### src/rtl/ipsxe_floating_point_seg_carry_adder_v1_0.sv
// ipsxe_floating_point_seg_carry_adder_v1_0
// Pipelined wide adder: o_sum = i_a + i_b + i_cin (mod 2^W), W = SEG_WIDTH*NUM_SEG.
// Each SEG_WIDTH-bit segment adds in its own stage and hands its carry to the
// next stage. Operand segments are skewed on the way in and the partial sums are
// deskewed on the way out, so one full-width result appears per enabled cycle.
// Latency is NUM_SEG + OUT_REG enabled cycles; i_ce=0 freezes every register.
// Optional macro IPSXE_FLOATING_POINT_SEG_ADDSUB_EN adds i_sub (A-B mode).
module ipsxe_floating_point_seg_carry_adder_v1_0 #(
  parameter int SEG_WIDTH = 8,
  parameter int NUM_SEG   = 4,
  parameter int OUT_REG   = 1
) (
  input  logic                         i_clk,
  input  logic                         i_rst_n,
  input  logic                         i_ce,
  input  logic                         i_valid,
  input  logic [SEG_WIDTH*NUM_SEG-1:0] i_a,
  input  logic [SEG_WIDTH*NUM_SEG-1:0] i_b,
  input  logic                         i_cin,
`ifdef IPSXE_FLOATING_POINT_SEG_ADDSUB_EN
  input  logic                         i_sub,
`endif
  output logic                         o_valid,
  output logic [SEG_WIDTH*NUM_SEG-1:0] o_sum,
  output logic                         o_cout,
  output logic                         o_ovf
);

  localparam int W = SEG_WIDTH * NUM_SEG;
  localparam int L = NUM_SEG + ((OUT_REG != 0) ? 1 : 0);

  // Full-width result assembled from the deskewed segment outputs.
  logic [W-1:0] sum_w;
  logic         cout_w;

  genvar gi;
  generate
    for (gi = 0; gi < NUM_SEG; gi++) begin : g_seg
      // Number of cycles this segment's sum must wait for the MSB segment.
      localparam int DESKEW = NUM_SEG - 1 - gi;

      logic [SEG_WIDTH-1:0] a_in;
      logic [SEG_WIDTH-1:0] b_in;
      logic [SEG_WIDTH-1:0] b_eff;
      logic                 c_in;
      logic [SEG_WIDTH:0]   add_d;
      logic [SEG_WIDTH-1:0] sum_q;
      logic                 carry_q;
      logic [SEG_WIDTH-1:0] seg_out;
`ifdef IPSXE_FLOATING_POINT_SEG_ADDSUB_EN
      logic                 sub_in;
`endif

      if (gi == 0) begin : g_head
        // Segment 0 takes the operands and carry-in directly.
        assign a_in = i_a[SEG_WIDTH-1:0];
        assign b_in = i_b[SEG_WIDTH-1:0];
`ifdef IPSXE_FLOATING_POINT_SEG_ADDSUB_EN
        assign sub_in = i_sub;
        // Subtract forms A + ~B + 1, so the external carry-in is ignored.
        assign c_in   = i_sub | i_cin;
`else
        assign c_in   = i_cin;
`endif
      end else begin : g_skew
        logic [SEG_WIDTH-1:0] a_skew_q [gi];
        logic [SEG_WIDTH-1:0] b_skew_q [gi];
`ifdef IPSXE_FLOATING_POINT_SEG_ADDSUB_EN
        logic                 sub_skew_q [gi];
`endif

        // Delay this segment of A/B (and the sub flag) gi cycles to meet its carry.
        always_ff @(posedge i_clk) begin
          if (!i_rst_n) begin
            for (int j = 0; j < gi; j++) begin
              a_skew_q[j] <= '0;
              b_skew_q[j] <= '0;
`ifdef IPSXE_FLOATING_POINT_SEG_ADDSUB_EN
              sub_skew_q[j] <= 1'b0;
`endif
            end
          end else if (i_ce) begin
            a_skew_q[0] <= i_a[gi*SEG_WIDTH +: SEG_WIDTH];
            b_skew_q[0] <= i_b[gi*SEG_WIDTH +: SEG_WIDTH];
`ifdef IPSXE_FLOATING_POINT_SEG_ADDSUB_EN
            sub_skew_q[0] <= i_sub;
`endif
            for (int j = 1; j < gi; j++) begin
              a_skew_q[j] <= a_skew_q[j-1];
              b_skew_q[j] <= b_skew_q[j-1];
`ifdef IPSXE_FLOATING_POINT_SEG_ADDSUB_EN
              sub_skew_q[j] <= sub_skew_q[j-1];
`endif
            end
          end
        end

        assign a_in = a_skew_q[gi-1];
        assign b_in = b_skew_q[gi-1];
        assign c_in = g_seg[gi-1].carry_q;
`ifdef IPSXE_FLOATING_POINT_SEG_ADDSUB_EN
        assign sub_in = sub_skew_q[gi-1];
`endif
      end

`ifdef IPSXE_FLOATING_POINT_SEG_ADDSUB_EN
      // In subtract mode the B segment enters the adder inverted.
      assign b_eff = sub_in ? ~b_in : b_in;
`else
      assign b_eff = b_in;
`endif

      assign add_d = {1'b0, a_in} + {1'b0, b_eff} + {{SEG_WIDTH{1'b0}}, c_in};

      // Segment adder stage: register the partial sum and the carry for the next stage.
      always_ff @(posedge i_clk) begin
        if (!i_rst_n) begin
          sum_q   <= '0;
          carry_q <= 1'b0;
        end else if (i_ce) begin
          sum_q   <= add_d[SEG_WIDTH-1:0];
          carry_q <= add_d[SEG_WIDTH];
        end
      end

      if (DESKEW == 0) begin : g_no_deskew
        assign seg_out = sum_q;
      end else begin : g_deskew
        logic [SEG_WIDTH-1:0] deskew_q [DESKEW];

        // Hold early segment sums until the MSB segment of the same operation is done.
        always_ff @(posedge i_clk) begin
          if (!i_rst_n) begin
            for (int j = 0; j < DESKEW; j++) begin
              deskew_q[j] <= '0;
            end
          end else if (i_ce) begin
            deskew_q[0] <= sum_q;
            for (int j = 1; j < DESKEW; j++) begin
              deskew_q[j] <= deskew_q[j-1];
            end
          end
        end

        assign seg_out = deskew_q[DESKEW-1];
      end

      assign sum_w[gi*SEG_WIDTH +: SEG_WIDTH] = seg_out;
    end
  endgenerate

  assign cout_w = g_seg[NUM_SEG-1].carry_q;

  // Sign bits travel with the MSB segment; b uses its post-inversion value so the
  // same equal-signs rule covers both add and subtract.
  logic msb_a_w;
  logic msb_b_w;
  logic msb_s_w;
  logic ovf_d;
  logic ovf_q;

  assign msb_a_w = g_seg[NUM_SEG-1].a_in[SEG_WIDTH-1];
  assign msb_b_w = g_seg[NUM_SEG-1].b_eff[SEG_WIDTH-1];
  assign msb_s_w = g_seg[NUM_SEG-1].add_d[SEG_WIDTH-1];
  assign ovf_d   = (msb_a_w == msb_b_w) && (msb_s_w != msb_a_w);

  // Overflow flag registered alongside the MSB segment's sum and carry.
  always_ff @(posedge i_clk) begin
    if (!i_rst_n) begin
      ovf_q <= 1'b0;
    end else if (i_ce) begin
      ovf_q <= ovf_d;
    end
  end

  // Valid shift pipe, one bit per stage of total latency.
  logic [L-1:0] valid_q;

  // Track i_valid through the full latency; data moves regardless of valid.
  always_ff @(posedge i_clk) begin
    if (!i_rst_n) begin
      valid_q <= '0;
    end else if (i_ce) begin
      valid_q[0] <= i_valid;
      for (int j = 1; j < L; j++) begin
        valid_q[j] <= valid_q[j-1];
      end
    end
  end

  assign o_valid = valid_q[L-1];

  generate
    if (OUT_REG != 0) begin : g_out_reg
      logic [W-1:0] sum_out_q;
      logic         cout_out_q;
      logic         ovf_out_q;

      // Extra output register stage to decouple the adder chain from downstream logic.
      always_ff @(posedge i_clk) begin
        if (!i_rst_n) begin
          sum_out_q  <= '0;
          cout_out_q <= 1'b0;
          ovf_out_q  <= 1'b0;
        end else if (i_ce) begin
          sum_out_q  <= sum_w;
          cout_out_q <= cout_w;
          ovf_out_q  <= ovf_q;
        end
      end

      assign o_sum  = sum_out_q;
      assign o_cout = cout_out_q;
      assign o_ovf  = ovf_out_q;
    end else begin : g_out_direct
      // Last-stage registers drive the outputs directly.
      assign o_sum  = sum_w;
      assign o_cout = cout_w;
      assign o_ovf  = ovf_q;
    end
  endgenerate

endmodule

### config.mk
export PLATFORM = sky130hd
export DESIGN_NAME = ipsxe_floating_point_seg_carry_adder_v1_0
export DESIGN_NICKNAME = d
export VERILOG_FILES = /design/src/rtl/ipsxe_floating_point_seg_carry_adder_v1_0.sv
export SDC_FILE = /design/constraint.sdc
export NUM_CORES = 1
export LEC_CHECK = 0
export ABC_AREA = 1
export BUFFER_PORTS_ARGS = -buffer_cell sky130_fd_sc_hd__buf_2
export CAP_MARGIN = 40
export CORE_ASPECT_RATIO = 0.9
export CORE_UTILIZATION = 45
export DETAILED_ROUTE_END_ITERATION = 16
export PLACE_DENSITY = 0.74
export SYNTH_ARGS = -nofsm -noshare
export SYNTH_HDL_FRONTEND = slang
export SYNTH_SLANG_ARGS = --single-unit
### constraint.sdc
create_clock -name i_clk -period 2.9 [get_ports i_clk]
set_input_delay 0.145 -clock i_clk [delete_from_list [all_inputs] [get_ports i_clk]]
set_output_delay 0.145 -clock i_clk [all_outputs]
set_load 0.02 [all_outputs]
==> impl_metrics.env <==
export IMPL_status="complete, no violations"
export IMPL_root_buffer="clkbuf_16"
export IMPL_wire_per_inst_um=11.5
export IMPL_fp_row_count=49
export IMPL_r2r_slack_ns=1.04
export IMPL_syn_avg_cell_area_um2=10.0
export IMPL_ant_nets=0
export IMPL_cp_startpoint="g_seg[3].g_skew.a_skew_q[0][16]$_SDFFCE_PN0P_"
export IMPL_via_per_inst=4.49
export IMPL_yosys_most_used_dff="edfxtp_1"
export IMPL_critical_path_class="flop to flop"
export IMPL_grt_ovfl_total=0
export IMPL_cts_repair_resized=0
export IMPL_reg2regPathDepth=8
export IMPL_top_layer="met4"
export IMPL_place_gp_congestion=0.833
export IMPL_async_flop_share_pct=0
export IMPL_clock_skew_ns=0.00814
export IMPL_yosysSeqAreaShare_pct=61.7
export IMPL_path_clk_slew_ns=0.06
export IMPL_htreeDepth=1
export IMPL_finalCriticalPeriod_ns=1.86
export IMPL_fmax_mhz=538
export IMPL_rr_endpoint="cout_w$_SDFFE_PN0P_"
export IMPL_critPathCapture="cout_w$_SDFFE_PN0P_"
export IMPL_cp_end_kind="flop"
export IMPL_dp_hpwl_um=9420
export IMPL_dr_wl_met3_um=645
export IMPL_total_power_w=0.00708
export IMPL_antenna_found_initial=0
export IMPL_drv_slew=0
export IMPL_num_io_pins=104
export IMPL_syn_inst=946
export IMPL_yosys_top_cells_count="inv_1, nand2_1, nor2_1"
export IMPL_synthTopCellsByArea="edfxtp_1, dfxtp_1, inv_1"
export IMPL_initial_utilization_pct=46.7
export IMPL_min_path_type="input pin to flop"
export IMPL_yosysMostFrequentCell="inv_1"
export IMPL_fin_area_mm2=0.0114
export IMPL_die_x_um=155
export IMPL_drive_gt1_share_pct=13.5
export IMPL_numPortBuffers=103
export IMPL_fillers=1730
export IMPL_cp_data_required_time_ns=3.28
export IMPL_grt_max_degree=93
export IMPL_cts_sinks=220
export IMPL_wirelength_met1_um=7120
export IMPL_yosysWarnings=0
export IMPL_dr_first_iter_drc_count=309
export IMPL_routed_wirelength_um=16000
export IMPL_synth_fp_nets=1051
export IMPL_fin_crit_sh_pct=64.0
export IMPL_nNetsFinal=1204
export IMPL_arrival_ns=2.24
export IMPL_synth_edff_count=144
export IMPL_tns_ns=0
export IMPL_cts_tree="built"
export IMPL_cts_made_buffers=23
export IMPL_num_vias=6262
export IMPL_drc=0
export IMPL_antenna_cells=0
export IMPL_final_core_utilization_pct=55.9
export IMPL_dieArea_mm2=0.0216
export IMPL_leakage_nw=5.34
export IMPL_synth_cell_types=21
export IMPL_syn_area_mm2=0.00947
export IMPL_cellPowerDensity_mw_per_mm2=624
export IMPL_max_slew_worst_pin_slew_ns=0.657
export IMPL_crit_fanout=4
export IMPL_grt_pass1_vias=5943
export IMPL_routed_wl_met2_um=7870
export IMPL_dr_pass1_iters=4
export IMPL_start_kind="flop"
export IMPL_clk_path_buf_depth=3
export IMPL_synth_top_cell_area_share_pct=45.6
export IMPL_area_growth_pct=19.8
export IMPL_finalSetupViolations=0
export IMPL_whs_ns=0.0219
export IMPL_synth_seq_cells=220
export IMPL_rsz0062_at_grt="false"
export IMPL_r2r_start="g_seg[3].g_skew.a_skew_q[0][16]$_SDFFCE_PN0P_"
export IMPL_die_height_um=140
export IMPL_max_slew_margin_pct=56.2
export IMPL_place_area_mm2=0.0101
export IMPL_grt_pass1_wl_um=26800
export IMPL_finalHoldViolCount=0
export IMPL_grt_usage_pct=15.0
export IMPL_ir_drop_v=0.000420
export IMPL_synth_top_area_cell="edfxtp_1"
export IMPL_core_area_mm2=0.0203
export IMPL_clkLatencyLatePin_ns=0.50
export IMPL_cap_violations=0
cell families (layout without fill, tap and decap cells):
group / count (synthesis) / count (layout) / share of synthesized area, %
AOI/OAI and AO/OA: 82 / 82 / 6.18
adders and majority gates: 36 / 36 / 5.39
buffers and inverters: 243 / 412 / 11.5
DFF: 220 / 220 / 61.7
and+or+nand+nor: 365 / 365 / 15.2
worst min-delay path by stage:
| stage | start | to | depth (start not counted) |
|---|---|---|---|
| 2_1_floorplan | i_valid | valid_q[0]$_SDFFE_PN0P_ | 2 |
| 3_3_place_gp | i_valid | valid_q[0]$_SDFFE_PN0P_ | 3 |
| 3_5_place_dp | i_valid | valid_q[0]$_SDFFE_PN0P_ | 3 |
| 4_1_cts | i_b[0] | g_seg[0].sum_q[0]$_SDFFE_PN0P_ | 4 |
| 5_1_grt | i_b[0] | g_seg[0].sum_q[0]$_SDFFE_PN0P_ | 4 |
| 6_report | i_b[0] | g_seg[0].sum_q[0]$_SDFFE_PN0P_ | 4 |
layout make-up:
type / count / area, um2 / share of cell area (%)
sequential: 220 / 5850 / 51.5
tap: 280 / 350 / 3.09
multi-input combinational: 483 / 2550 / 22.5
clock inverter: 10 / 101 / 0.893
inverter: 213 / 807 / 7.11
clock buffer: 31 / 616 / 5.42
timing repair buffer: 158 / 1080 / 9.50
layout by cell type (no fill, tap or decap), types with 15 or more instances in the layout:
| cell type | instances |
|---|---|
| nand3_1 | 38 |
| a22o_1 | 29 |
| dfxtp_1 | 76 |
| ha_1 | 28 |
| clkbuf_16 | 23 |
| nand2_1 | 161 |
| a21oi_1 | 19 |
| buf_2 | 103 |
| edfxtp_1 | 144 |
| nor2_1 | 158 |
| dlygate4sd3_1 | 50 |
| o21ai_0 | 15 |
| inv_1 | 211 |
critical path, stage by stage, from the launching register on:
cell and delay (ns):
edfxtp_1 0.39, fa_1 0.46, fa_1 0.44, nand3_1 0.13, nand3_1 0.10, nand2_1 0.07
nand2_1 0.04, nand2_1 0.05, nand2_1 0.06
metrics by stage:
| stage | std cells | worst slack, ns |
|---|---|---|
| final | 1395 | 1.04 |
| after global routing | 1395 | 0.873 |
| after CTS | 1395 | 1.04 |
| after detailed placement | 1304 | 1.04 |
| after global placement | 1304 | 1.08 |
| after floorplan | 946 | 0.311 |
sequential cells by signal (all words and copies together), names as in the netlist, 3 cells and up:
register and flops:
g_seg.sum_q 24, g_seg.g_skew.b_skew_q 48, o_sum 32, g_seg.g_deskew.deskew_q 48, g_seg.g_skew.a_skew_q 48, valid_q 5, g_seg.carry_q 3, g_seg.seg_out 8
timing repair:
item	in CTS	in global routing
hold buffers	50	0
buffers inserted	0	0
endpoints found under the hold margin	50	0
layer usage:
layer	global-route usage, %	vias up
met3	3.08	29
li1	-	3294
met1	18.2	2831
met4	4.38	0
met5	0	-
met2	27.0	108
power breakdown:
part	switching, W	internal [W]
clock network	0.00113	0.00166
registers	0.0000696	0.00355
logic	0.000397	0.000266
Power figures use the tool's default switching activity.
